<file path="config.mk">
export PLATFORM = sky130hd
export DESIGN_NAME = digital_clock_hms
export DESIGN_NICKNAME = d
export VERILOG_FILES = /design/src/rtl/clk_pkg.sv /design/src/rtl/mod_counter.sv /design/src/rtl/digital_clock_hms.sv
export SDC_FILE = /design/constraint.sdc
export NUM_CORES = 1
export LEC_CHECK = 0
export CAP_MARGIN = 10
export CORE_ASPECT_RATIO = 1.25
export CORE_MARGIN = 10
export CORE_UTILIZATION = 35
export DETAILED_ROUTE_END_ITERATION = 7
export REMOVE_ABC_BUFFERS = 1
export SYNTH_ARGS = -nofsm -noshare
export SYNTH_HDL_FRONTEND = slang
export SYNTH_SLANG_ARGS = --single-unit
export TNS_END_PERCENT = 30
</file>
<file path="constraint.sdc">
create_clock -name clk -period 2.1 [get_ports clk]
set_clock_uncertainty 0.05 [all_clocks]
set_input_delay 0.315 -clock clk [delete_from_list [all_inputs] [get_ports clk]]
set_output_delay 0.315 -clock clk [all_outputs]
set_load 0.01 [all_outputs]
</file>
<file path="src/rtl/clk_pkg.sv">
// Shared field widths, limits and the time-of-day record for the HH:MM:SS clock.
// No logic state here; hour_12 is the combinational 24-h to 12-h display mapping.
package clk_pkg;

    localparam int SEC_W    = 6;
    localparam int MIN_W    = 6;
    localparam int HOUR_W   = 5;
    localparam int SEC_MAX  = 59;
    localparam int MIN_MAX  = 59;
    localparam int HOUR_MAX = 23;

    typedef struct packed {
        logic [HOUR_W-1:0] hh;
        logic [MIN_W-1:0]  mm;
        logic [SEC_W-1:0]  ss;
    } hms_t;

    // Hour 0 reads as 12 AM and 12 as 12 PM; pm is derived separately.
    function automatic logic [HOUR_W-1:0] hour_12(input logic [HOUR_W-1:0] h);
        logic [HOUR_W-1:0] r;
        r = h;
        if (h == '0)
            r = HOUR_W'(12);
        else if (h > HOUR_W'(12))
            r = h - HOUR_W'(12);
        return r;
    endfunction

endpackage

</file>
<file path="src/rtl/mod_counter.sv">
// Modulo-(MAX+1) counter with synchronous load; out-of-range load values load as 0.
// Latency: q updates on the edge after inc/load; carry is combinational (inc & q==MAX).
// Backpressure: none; load has priority over inc.
module mod_counter #(
    parameter int W   = 6,
    parameter int MAX = 59
) (
    input  logic         clk,
    input  logic         rst_n,
    input  logic         inc,
    input  logic         load,
    input  logic [W-1:0] load_val,
    output logic [W-1:0] q,
    output logic         carry
);

    localparam logic [W-1:0] MAX_V = W'(MAX);

    always_ff @(posedge clk or negedge rst_n) begin
        if (!rst_n) begin
            q <= '0;
        end else if (load) begin
            q <= (load_val > MAX_V) ? '0 : load_val;
        end else if (inc) begin
            q <= (q == MAX_V) ? '0 : q + 1'b1;
        end
    end

    assign carry = inc & (q == MAX_V);

endmodule

</file>
<file path="src/rtl/digital_clock_hms.sv">
// HH:MM:SS time-of-day counter driven by a 1-Hz enable from a CLK_HZ prescaler, with time-set and alarm.
// Latency: time, tick_1hz and alarm_hit update on the prescaler wrap edge; hr/pm are combinational.
// Backpressure: none; set_en overrides run and the tick, run=0 freezes prescaler and time.
module digital_clock_hms
    import clk_pkg::*;
#(
    parameter int CLK_HZ   = 50_000_000,
    parameter int CNT_W    = 26,
    parameter int HOURS_24 = 1
) (
    input  logic              clk,
    input  logic              rst_n,
    input  logic              run,
    input  logic              set_en,
    input  logic [HOUR_W-1:0] set_hh,
    input  logic [MIN_W-1:0]  set_mm,
    input  logic [SEC_W-1:0]  set_ss,
    input  logic              mode_12h,
    input  logic              alarm_en,
    input  logic [HOUR_W-1:0] alarm_hh,
    input  logic [MIN_W-1:0]  alarm_mm,
    output logic [SEC_W-1:0]  sec,
    output logic [MIN_W-1:0]  min,
    output logic [HOUR_W-1:0] hr,
    output logic              pm,
    output logic              tick_1hz,
    output logic              alarm_hit
);

    if ((64'd1 << CNT_W) < 64'(CLK_HZ)) begin : g_bad_cnt_w
        $error("digital_clock_hms: CNT_W too narrow for CLK_HZ");
    end
    if ((HOURS_24 != 0) && (HOURS_24 != 1)) begin : g_bad_mode
        $error("digital_clock_hms: HOURS_24 must be 0 or 1");
    end

    localparam logic [CNT_W-1:0] CNT_LAST = CNT_W'(CLK_HZ - 1);

    logic [CNT_W-1:0] cnt;
    logic             tick_now;
    logic             alarm_now;
    logic             sec_carry;
    logic             min_carry;
    logic             hour_carry;
    hms_t             now;
    logic [MIN_W-1:0]  next_mm;
    logic [HOUR_W-1:0] next_hh;

    // A set cycle never ticks, so the counters see either a load or an inc, not both.
    assign tick_now = run & ~set_en & (cnt == CNT_LAST);

    always_ff @(posedge clk or negedge rst_n) begin
        if (!rst_n) begin
            cnt       <= '0;
            tick_1hz  <= 1'b0;
            alarm_hit <= 1'b0;
        end else begin
            tick_1hz  <= tick_now;
            alarm_hit <= alarm_now;
            if (set_en)
                cnt <= '0;
            else if (run)
                cnt <= tick_now ? '0 : cnt + 1'b1;
        end
    end

    mod_counter #(.W(SEC_W), .MAX(SEC_MAX)) u_sec (
        .clk      (clk),
        .rst_n    (rst_n),
        .inc      (tick_now),
        .load     (set_en),
        .load_val (set_ss),
        .q        (now.ss),
        .carry    (sec_carry)
    );

    mod_counter #(.W(MIN_W), .MAX(MIN_MAX)) u_min (
        .clk      (clk),
        .rst_n    (rst_n),
        .inc      (sec_carry),
        .load     (set_en),
        .load_val (set_mm),
        .q        (now.mm),
        .carry    (min_carry)
    );

    mod_counter #(.W(HOUR_W), .MAX(HOUR_MAX)) u_hour (
        .clk      (clk),
        .rst_n    (rst_n),
        .inc      (min_carry),
        .load     (set_en),
        .load_val (set_hh),
        .q        (now.hh),
        .carry    (hour_carry)
    );

    // Alarm compares the time this tick is about to produce; only a seconds wrap can land on :00.
    assign next_mm   = min_carry ? '0 : now.mm + 1'b1;
    assign next_hh   = hour_carry ? '0 : (min_carry ? now.hh + 1'b1 : now.hh);
    assign alarm_now = sec_carry & alarm_en & (next_hh == alarm_hh) & (next_mm == alarm_mm);

    assign sec = now.ss;
    assign min = now.mm;
    assign hr  = mode_12h ? hour_12(now.hh) : now.hh;
    assign pm  = (now.hh >= HOUR_W'(12));

endmodule

</file>
Yosys cells after proc, flatten, opt, wreduce, memory -nomap -nowiden:

Index checks and enable logic that the tools add are counted.

* register bits after elaboration: 45
* latch bits: 0
* RAM bits: 0
* bits in read-only memories: 0
* output and inout bits: 20
* logic and storage cells: 57
* memories kept: 0

* add/sub/neg operators: 5
* $mul: 0
* divide/modulo/power cells: 0
* order comparisons: 5
* eq/ne operators: 6
* shifts and indexed selects: 0
* multiplexer cells: 21
* bitwise logic cells: 9
* reductions and logical operators: 5

Operator list (number)
* 2-to-1 mux 26 bit: 3
* 2-to-1 mux 6 bit: 9
* 2-to-1 mux 5 bit: 9
* adder 26 x 1 -> 26 bit, second input constant: 1
* equality test 26 bit, second input constant: 1
* adder 6 x 1 -> 6 bit, second input constant: 2
* equality test 6 bit, second input constant: 2
* greater-than comparator 6 bit, second input constant: 2
* bitwise AND 1 bit: 8
* nonzero test 2 bit: 4
* equality test 6 bit: 1
* adder 5 x 1 -> 5 bit, second input constant: 1
* equality test 5 bit: 1
* equality test 5 bit, second input constant: 1
* greater-or-equal comparator 5 x 4 -> 1 bit, second input constant: 1
* greater-than comparator 5 x 4 -> 1 bit, second input constant: 1
* greater-than comparator 5 bit, second input constant: 1
* zero test 5 bit: 1
* subtractor 5 x 4 -> 5 bit, second input constant: 1
* NOT 1 bit: 1

Logic depth before layout (Yosys ltp):

Gate-level depths: netlist of the first run.

* depth after elaboration: 10
* depth in mapped cells: 9
* mapped depth without buffers: 9

Cells and area by module:

Synthesis of the first run repeated with hierarchy kept, for this count alone.

* cell total of the unflattened synthesis: 378
* area, all modules: 3144.3 um^2

Modules (own cells, without submodules)
* digital_clock_hms: instances 1, cells each 246, area an instance 2033.2 um^2
* mod_counter at u_min ...: instances 2, cells each 49, area an instance 397.9 um^2
* mod_counter at u_hour: instances 1, cells each 34, area an instance 315.3 um^2

Worst setup path after synthesis of the first run:

OpenSTA, ideal clock, no wires.

* path type: reg2reg
* from: register u_sec.q[0]
* to: register alarm_hit
* library setup time: 0.096 ns
* data arrival time: 2.036 ns
* path slack: -0.082 ns
* stages on the path, launching flop included: 10
* buffers on the path: 1
* clock period less this slack: 2.182 ns
* cells stage by stage: dfrtp_1 -> ha_1 -> and4b_1 -> and2_1 -> clkbuf_1 -> nand4_1 -> o21ai_0 -> a22oi_1 -> a211o_1 -> nor4_2

* cells in the longest elaborated chain, start to end: 8
* elaborated cells on any way between the ends: 12
* those cells by class: 3 x eq/ne; 3 x mux; 6 x bitwise

RTL lines
* from (decl): line mod_counter.sv:13 `output logic [W-1:0] q,`
* from (signal assigned): line mod_counter.sv:23 `q <= (load_val > MAX_V) ? '0 : load_val;`
* from (signal assigned): line mod_counter.sv:25 `q <= (q == MAX_V) ? '0 : q + 1'b1;`
* equality test 6 bit (*): line mod_counter.sv:29 `assign carry = inc & (q == MAX_V);`
* bitwise AND 1 bit (*): line mod_counter.sv:29
* bitwise AND 1 bit: line mod_counter.sv:29
* 2-to-1 mux 5 bit or bitwise AND 1 bit (tied branches): line digital_clock_hms.sv:99, mod_counter.sv:29
* 2-to-1 mux 5 bit: line digital_clock_hms.sv:99 `assign next_hh = hour_carry ? '0 : (min_carry ? now.hh + 1'b1 : now.hh);`
* equality test 5 bit: line digital_clock_hms.sv:100 `assign alarm_now = sec_carry & alarm_en & (next_hh == alarm_hh) & (next_mm == alarm_mm);`
* bitwise AND 1 bit: line digital_clock_hms.sv:100
* bitwise AND 1 bit (*): line digital_clock_hms.sv:100
* named net alarm_now: line digital_clock_hms.sv:41 `logic alarm_now;`
* to (signal assigned): line digital_clock_hms.sv:59 `alarm_hit <= alarm_now;`
* to (decl): line digital_clock_hms.sv:27 `output logic alarm_hit`

The timed path passes the listed nets; every way through them passes the cells marked *.
A chain may end at the register's enable or synchronous reset.

Final worst setup path of the first run:

* from: register cnt[7]
* to: register cnt[25]

* cells in the longest elaborated chain, start to end: 5
* elaborated cells on any way between the ends: 6
* those cells by class: 1 x add/sub; 1 x eq/ne; 3 x mux; 1 x bitwise

RTL lines
* from (decl): line digital_clock_hms.sv:39 `logic [CNT_W-1:0] cnt;`
* from (signal assigned): line digital_clock_hms.sv:63 `cnt <= tick_now ? '0 : cnt + 1'b1;`
* branches (longest 2 deep; another with adder 26 x 1 -> 26 bit)
* 2-to-1 mux 26 bit (*): line digital_clock_hms.sv:63
* 2-to-1 mux 26 bit (*): line digital_clock_hms.sv:62 `else if (run)`
* 2-to-1 mux 26 bit (*): line digital_clock_hms.sv:60 `if (set_en)`

Mark *: on every way between the ends. The select of a mux whose other input is x is not followed.

==> results of run 1 <==
==> final cells by class <==
| cell class | count | area, µm² |
|---|---|---|
| inverters | 10 | 37.5 |
| repair buffers | 144 | 1220 |
| fillers | 834 | 4170 |
| flip-flops and latches | 45 | 1130 |
| multi-input cells | 288 | 1870 |
| clock buffers | 7 | 86.3 |
| well taps | 120 | 150 |
==> power groups by stage <==
stage	clock, mW	combinational (mW)	sequential, mW
floorplan	0	0.267	0.991
global placement	0	0.703	0.960
detailed placement	0	0.708	0.961
CTS	0.584	0.715	0.943
global route	0.616	0.800	0.951
finish	0.564	0.727	0.944
==> flip-flops by register name, indices dropped and copies added (netlist names) <==
name       cells
tick_1hz       1
u_sec.q        6
u_min.q        6
cnt           26
alarm_hit      1
u_hour.q       5
==> cell families (layout without fill, tap and decap cells) <==
family / Yosys count / count (layout) / share of synthesized area [%]
fa+ha+maj: 8 / 8 / 3.25
xor+xnor: 29 / 29 / 8.70
buf+inv: 33 / 161 / 5.61
compound gates: 79 / 79 / 16.3
flops: 45 / 45 / 36.6
mux: 3 / 3 / 0.976
simple gates: 169 / 169 / 28.6
==> worst max-delay path, stage by stage, from the launching register on <==
cell,delay (ns)
dfrtp_1,0.37
buf_4,0.14
and4_1,0.21
and2_4,0.15
nand4_1,0.12
nor4_2,0.35
nand3_1,0.15
or3_1,0.37
a31oi_1,0.16
==> final timing paths <==
path | to | startpoint | slack (ns) | cells after the start
min in group clk | cnt[22] | cnt[22] | 0.51 | 2
max | cnt[25] | cnt[7] | -0.04 | 8
max in group asynchronous | cnt[7] | rst_n | 0.90 | 3
min reg2reg | cnt[22] | cnt[22] | 0.51 | 2
min | u_min.q[3] | rst_n | 0.47 | 2
max reg2reg | cnt[25] | cnt[7] | -0.04 | 8
==> timing repair <==
item / in CTS / in global routing
pin swaps: 4 / 8
endpoints found under the hold margin: 21 / 0
endpoints found under the setup margin: 20 / 11
hold buffers: 1 / 0
setup buffers: 3 / 2
gates resized for setup: 19 / 18
==> stage by stage <==
stage | setup slack [ns] | power [mW]
2_1_floorplan | -0.0864 | 1.26
3_3_place_gp | -0.414 | 1.66
3_5_place_dp | -0.471 | 1.67
4_1_cts | -0.0403 | 2.24
5_1_grt | -0.161 | 2.37
6_report | -0.0415 | 2.23
==> per-layer routing <==
| layer | vias up | GRT usage, % |
|---|---|---|
| li1 | 1551 | - |
| met2 | 71 | 25.1 |
| met1 | 1511 | 16.4 |
| met3 | 25 | 2.59 |
| met4 | 0 | 5.99 |
| met5 | - | 0 |
==> cell usage in the layout (no fill, tap or decap), types with 7 or more instances in the layout <==
master           instances
nand4_1                 10
o21ai_0                 23
nand3_1                 22
nor2_1                  38
nand2_1                 47
clkdlybuf4s50_1         46
dfrtp_1                 45
buf_4                   87
inv_1                    8
xor2_1                  20
xnor2_1                  7
a21oi_1                 17
==> flow_summary.yaml, run 1 <==
cts:
  cts_sinks: 45
  clk_pin_slew_ns: 0.09
  h-tree-depth: 2
  clockBufferDepth: 2
  clk_latency_ns: 0.30
  cts_tree: "done"
  numCtsBuffers: 5
  root_buffer: "clkbuf_8"
routing:
  wirelength_met1_um: 4000
  top_layer: "met4"
  via_count: 3158
  vias_per_cell: 5.14
  drc: 0
  dr.first_iter.drc_count: 174
  dr.pass1.iters: 5
  wl_um: 9200
  dr_wl_met3_um: 259
  avgRoutedWirePerCell_um: 15.0
  wl_met2_um: 4670
  ant_nets: 0
yosys:
  synth_area_leaders: "dfrtp_1, nand2_1, xor2_1"
  synthCells: 366
  netlist.top_cell.by_area: "dfrtp_1"
  async_flop_share_pct: 100
  syn_avg_cell_area_um2: 8.41
  synth_top_area_share_pct: 36.6
  yosys-top-cells-count: "nand2_1, dfrtp_1, nor2_1, o21ai_0, nand3_1"
  synth_enable_flop_cells: 0
  yosysMostFrequentCell: "nand2_1"
  ys_types: 55
  ys_seq_elements: 45
  synth_seq_area_share_pct: 36.6
  syn-cell-area_um2: 3080
  ys_warn_count: 0
  ys.flop_type: "dfrtp_1"
floorplanning:
  die_area_um2: 13000
  num_rows: 38
  io-pin-count: 54
  fp.coreArea_um2: 8650
  die-width_um: 104
  fp.dieH_um: 125
  initial_core_util_pct: 35.6
sta:
  slew_violations: 0
  finalHoldViolCount: 0
  fmax_mhz: 467
  slew_headroom_pct: 62.8
  hold_ws_ns: 0.475
  tightest_slew_ns: 0.558
  worst_slack_ns: -0.0415
  finalCritPeriodShare_pct: 102
  rsz0062_at_grt: "yes"
  finalSetupViolations: 2
  fin_crit_ns: 2.14
  setup_tns_ns: -0.0701
critical_path:
  worstSetupStartpointType: "register"
  worstPathMaxFanout: 5
  end_kind: "register"
  crit_required_ns: 2.27
  arrival_ns: 2.31
  worst-setup-path-type: "register to register"
outcome:
  violations: "negative setup slack"
  status: "finished, violations left"
placed_design:
  numPortBuffers: 53
  place_area_um2: 4270
  dp_cells: 601
  place_congestion: 0.907
  dp_hpwl_um: 7120
grt:
  grt_max_degree: 24
  grt_usage_pct: 14.2
  antenna_found_initial: 0
  grt_pass1_wl_um: 15700
  grt_overflow: 0
  grt_pass1_vias: 3240
power_and_ir_drop:
  vdd_ir_drop_max_uv: 316
  sequentialPowerShare_pct: 42.2
  p_sw_mw: 0.688
  comb_power_share_pct: 32.5
  swShare_pct: 30.8
  p_int_mw: 1.55
  leakage_nw: 2.02
  powerDensity_nw_per_um2: 498
  p_clk_share_pct: 25.2
layout:
  syn_to_final_growth_pct: 45.7
  fin_cells: 614
  nets: 536
  drive_gt1_share_pct: 25.1
  postLayoutCellArea_um2: 4490
  n_antenna_cell: 0
  post-route-util_pct: 51.8
job:
  maxCapViolCount: 0
min_path:
  min_path_type: "input port to asynchronous set/reset pin"
No activity file was read; power rests on OpenSTA's default activity.
==> inputs of run 2 (changes only) <==
CELL_PAD_IN_SITES_DETAIL_PLACEMENT = 1   (was not set)
CELL_PAD_IN_SITES_GLOBAL_PLACEMENT = 1   (was not set)
CORE_UTILIZATION = 36   (was 35)
PLACE_DENSITY_LB_ADDON = 0.1   (was not set)
==> run 2 against run 1 <==
Against the previous run: the run still ends with negative setup slack left; wire length up 17%; fmax down 5.9%; first-iteration DRC count down 22%; non-clock buffer count down 2; cell area down 0.25%; sequential power up 0.8%; register-to-register slack worse by 0.13 ns; total power up 6.2%; cell count down 3.9%; largest cell class unchanged; highest routed layer unchanged.
==> flow_summary.yaml, run 2 (same netlist as run 1, synthesis figures left out) <==
critical_path:
  critical_path.max_stage_delay_ns: 0.37
  crit_required_ns: 2.27
  worst-setup-path-type: "register to register"
  worstSetupStartpointType: "register"
  slowest_stage: "dfrtp_1"
  cp_num_buf_inv: 2
  worstPathMaxFanout: 7
  arrival_ns: 2.44
  critPathTopFamily: "simple AND/OR/NAND/NOR gates"
  critPathMostFrequentCell: "buf_4"
  end_kind: "register"
  r2r_slack_ns: -0.18
  worstPathCellList: "ha_2 -> nand4_1 -> buf_4 -> nor3_4 -> nand2_4 -> buf_4 -> a311oi_2 -> o2111ai_1 -> nor4_2"
grt:
  grt_pass1_vias: 3628
  grt_usage_pct: 17.3
  use_met3_pct: 2.51
  antenna_found_initial: 0
  grt_pass1_wl_um: 17700
  use_met1_pct: 18.5
  grtUsageMet2_pct: 33.2
  grt_most_used_layer: "met2"
  grt_overflow: 0
  grt_max_degree: 46
sta:
  rsz0062_at_grt: "yes"
  finalHoldViolCount: 0
  tightest_slew_ns: 0.624
  fmax_mhz: 440
  slew_violations: 0
  worst_slack_ns: -0.175
  slew_headroom_pct: 58.4
  finalCritPeriodShare_pct: 108
  fin_crit_ns: 2.28
  finalSetupViolations: 5
layout:
  drive_gt1_share_pct: 26.2
  final_cell_mix: "buf_4, nand2_1, clkdlybuf4s50_1"
  fillers: 993
  largestRegisters: "cnt: 26 flops, u_min.q: 6 flops, u_sec.q: 6 flops"
  multiInputGateArea_um2: 1880
  final_common_cell: "buf_4"
  regMostFlops: "cnt"
  n_antenna_cell: 0
  nets: 534
  seq_area_um2: 1130
  syn_to_final_growth_pct: 45.4
  largest_reg_flops: 26
routing:
  avgRoutedWirePerCell_um: 18.2
  dr.pass1.iters: 4
  vias_per_cell: 5.48
  wl_um: 10700
  dr.first_iter.drc_count: 136
  via_count: 3235
  drc: 0
  ant_nets: 0
floorplanning:
  die_area_um2: 12700
  fp.coreArea_um2: 8290
  fp.dieH_um: 123
  die-width_um: 103
  io-pin-count: 54
  initial_core_util_pct: 37.1
  num_rows: 37
placed_design:
  post-place-ws_ns: -0.465
  numPortBuffers: 53
  place_congestion: 0.913
  dp_hpwl_um: 8350
job:
  maxCapViolCount: 0
cts:
  clk_latency_ns: 0.31
  clk_pin_slew_ns: 0.09
  root_buffer: "clkbuf_8"
  numCtsBuffers: 5
  h-tree-depth: 2
  cts_hold_buf: 0
  clockBufferDepth: 2
  cts_tree: "done"
  cts_sinks: 45
power_and_ir_drop:
  power.total_mw: 2.37
  powerDensity_nw_per_um2: 530
  vdd_ir_drop_max_uv: 283
  leakage_nw: 2.03
outcome:
  violations: "negative setup slack"
  status: "finished, violations left"
min_path:
  min_path_type: "input port to asynchronous set/reset pin"
==> run 2: cell count changes in the layout (fill, tap and decap cells not counted), sizes merged <==
cell | before | now
clkbuf | 9 | 6
buf | 91 | 92
bufinv | 0 | 1
clkinv | 1 | 2
dlygate4sd3 | 1 | 0
==> run 2: repair_timing <==
action / in CTS / in global routing
buffers inserted: 1 / 6
pin swaps: 1 / 11
setup endpoints to repair: 13 / 38
resized for setup: 20 / 23
==> run 2: layout make-up <==
class | count | area share (%)
clock inverter | 2 | 0.867
clock buffer | 6 | 1.62
timing repair buffer | 142 | 26.6
inverter | 10 | 0.895
tap | 97 | 2.71
multi-input combinational | 288 | 42.1
sequential | 45 | 25.2
==> run 2: final timing paths <==
path | startpoint | endpoint | cells after the start
worst max-delay path | cnt[1] | alarm_hit | 9
worst min-delay path | rst_n | u_min.q[0] | 2
worst max register to register | cnt[1] | alarm_hit | 9
worst min register to register | cnt[15] | cnt[15] | 2
max in group asynchronous | rst_n | u_hour.q[3] | 2
min in group clk | cnt[15] | cnt[15] | 2
==> run 2: stage by stage <==
stage | hold slack (ns) | cells | util [%] | setup TNS (ns) | cell area, µm²
CTS | 0.0832 | 584 | 52.5 | -0.208 | 4350
finish | 0.0454 | 590 | 54.0 | -0.374 | 4470
floorplan | -0.0306 | 343 | - | -0.0879 | 2940
global placement | 0.400 | 575 | 50.9 | -10.34 | 4220
global route | 0.105 | 590 | 54.0 | -2.32 | 4470
detailed placement | 0.412 | 575 | 50.9 | -11.58 | 4220
==> run 2: power breakdown <==
part           internal [mW]  switching [mW]
Sequential             0.909          0.0437
Clock                  0.358           0.327
Combinational          0.370           0.365
Total                   1.64           0.736
==> run 2: layer usage <==
layer  wire length [µm]  vias to the layer above
met1               4200                     1605
met2               5830                       60
met5                  0                        -
met3                441                       21
met4                254                        0
li1                   -                     1549
==> inputs of run 3 (changes only) <==
CTS_CLUSTER_DIAMETER = 120   (was not set)
==> results of run 3 <==
The final DEF is identical to that of run 2; final timing and power are the same.
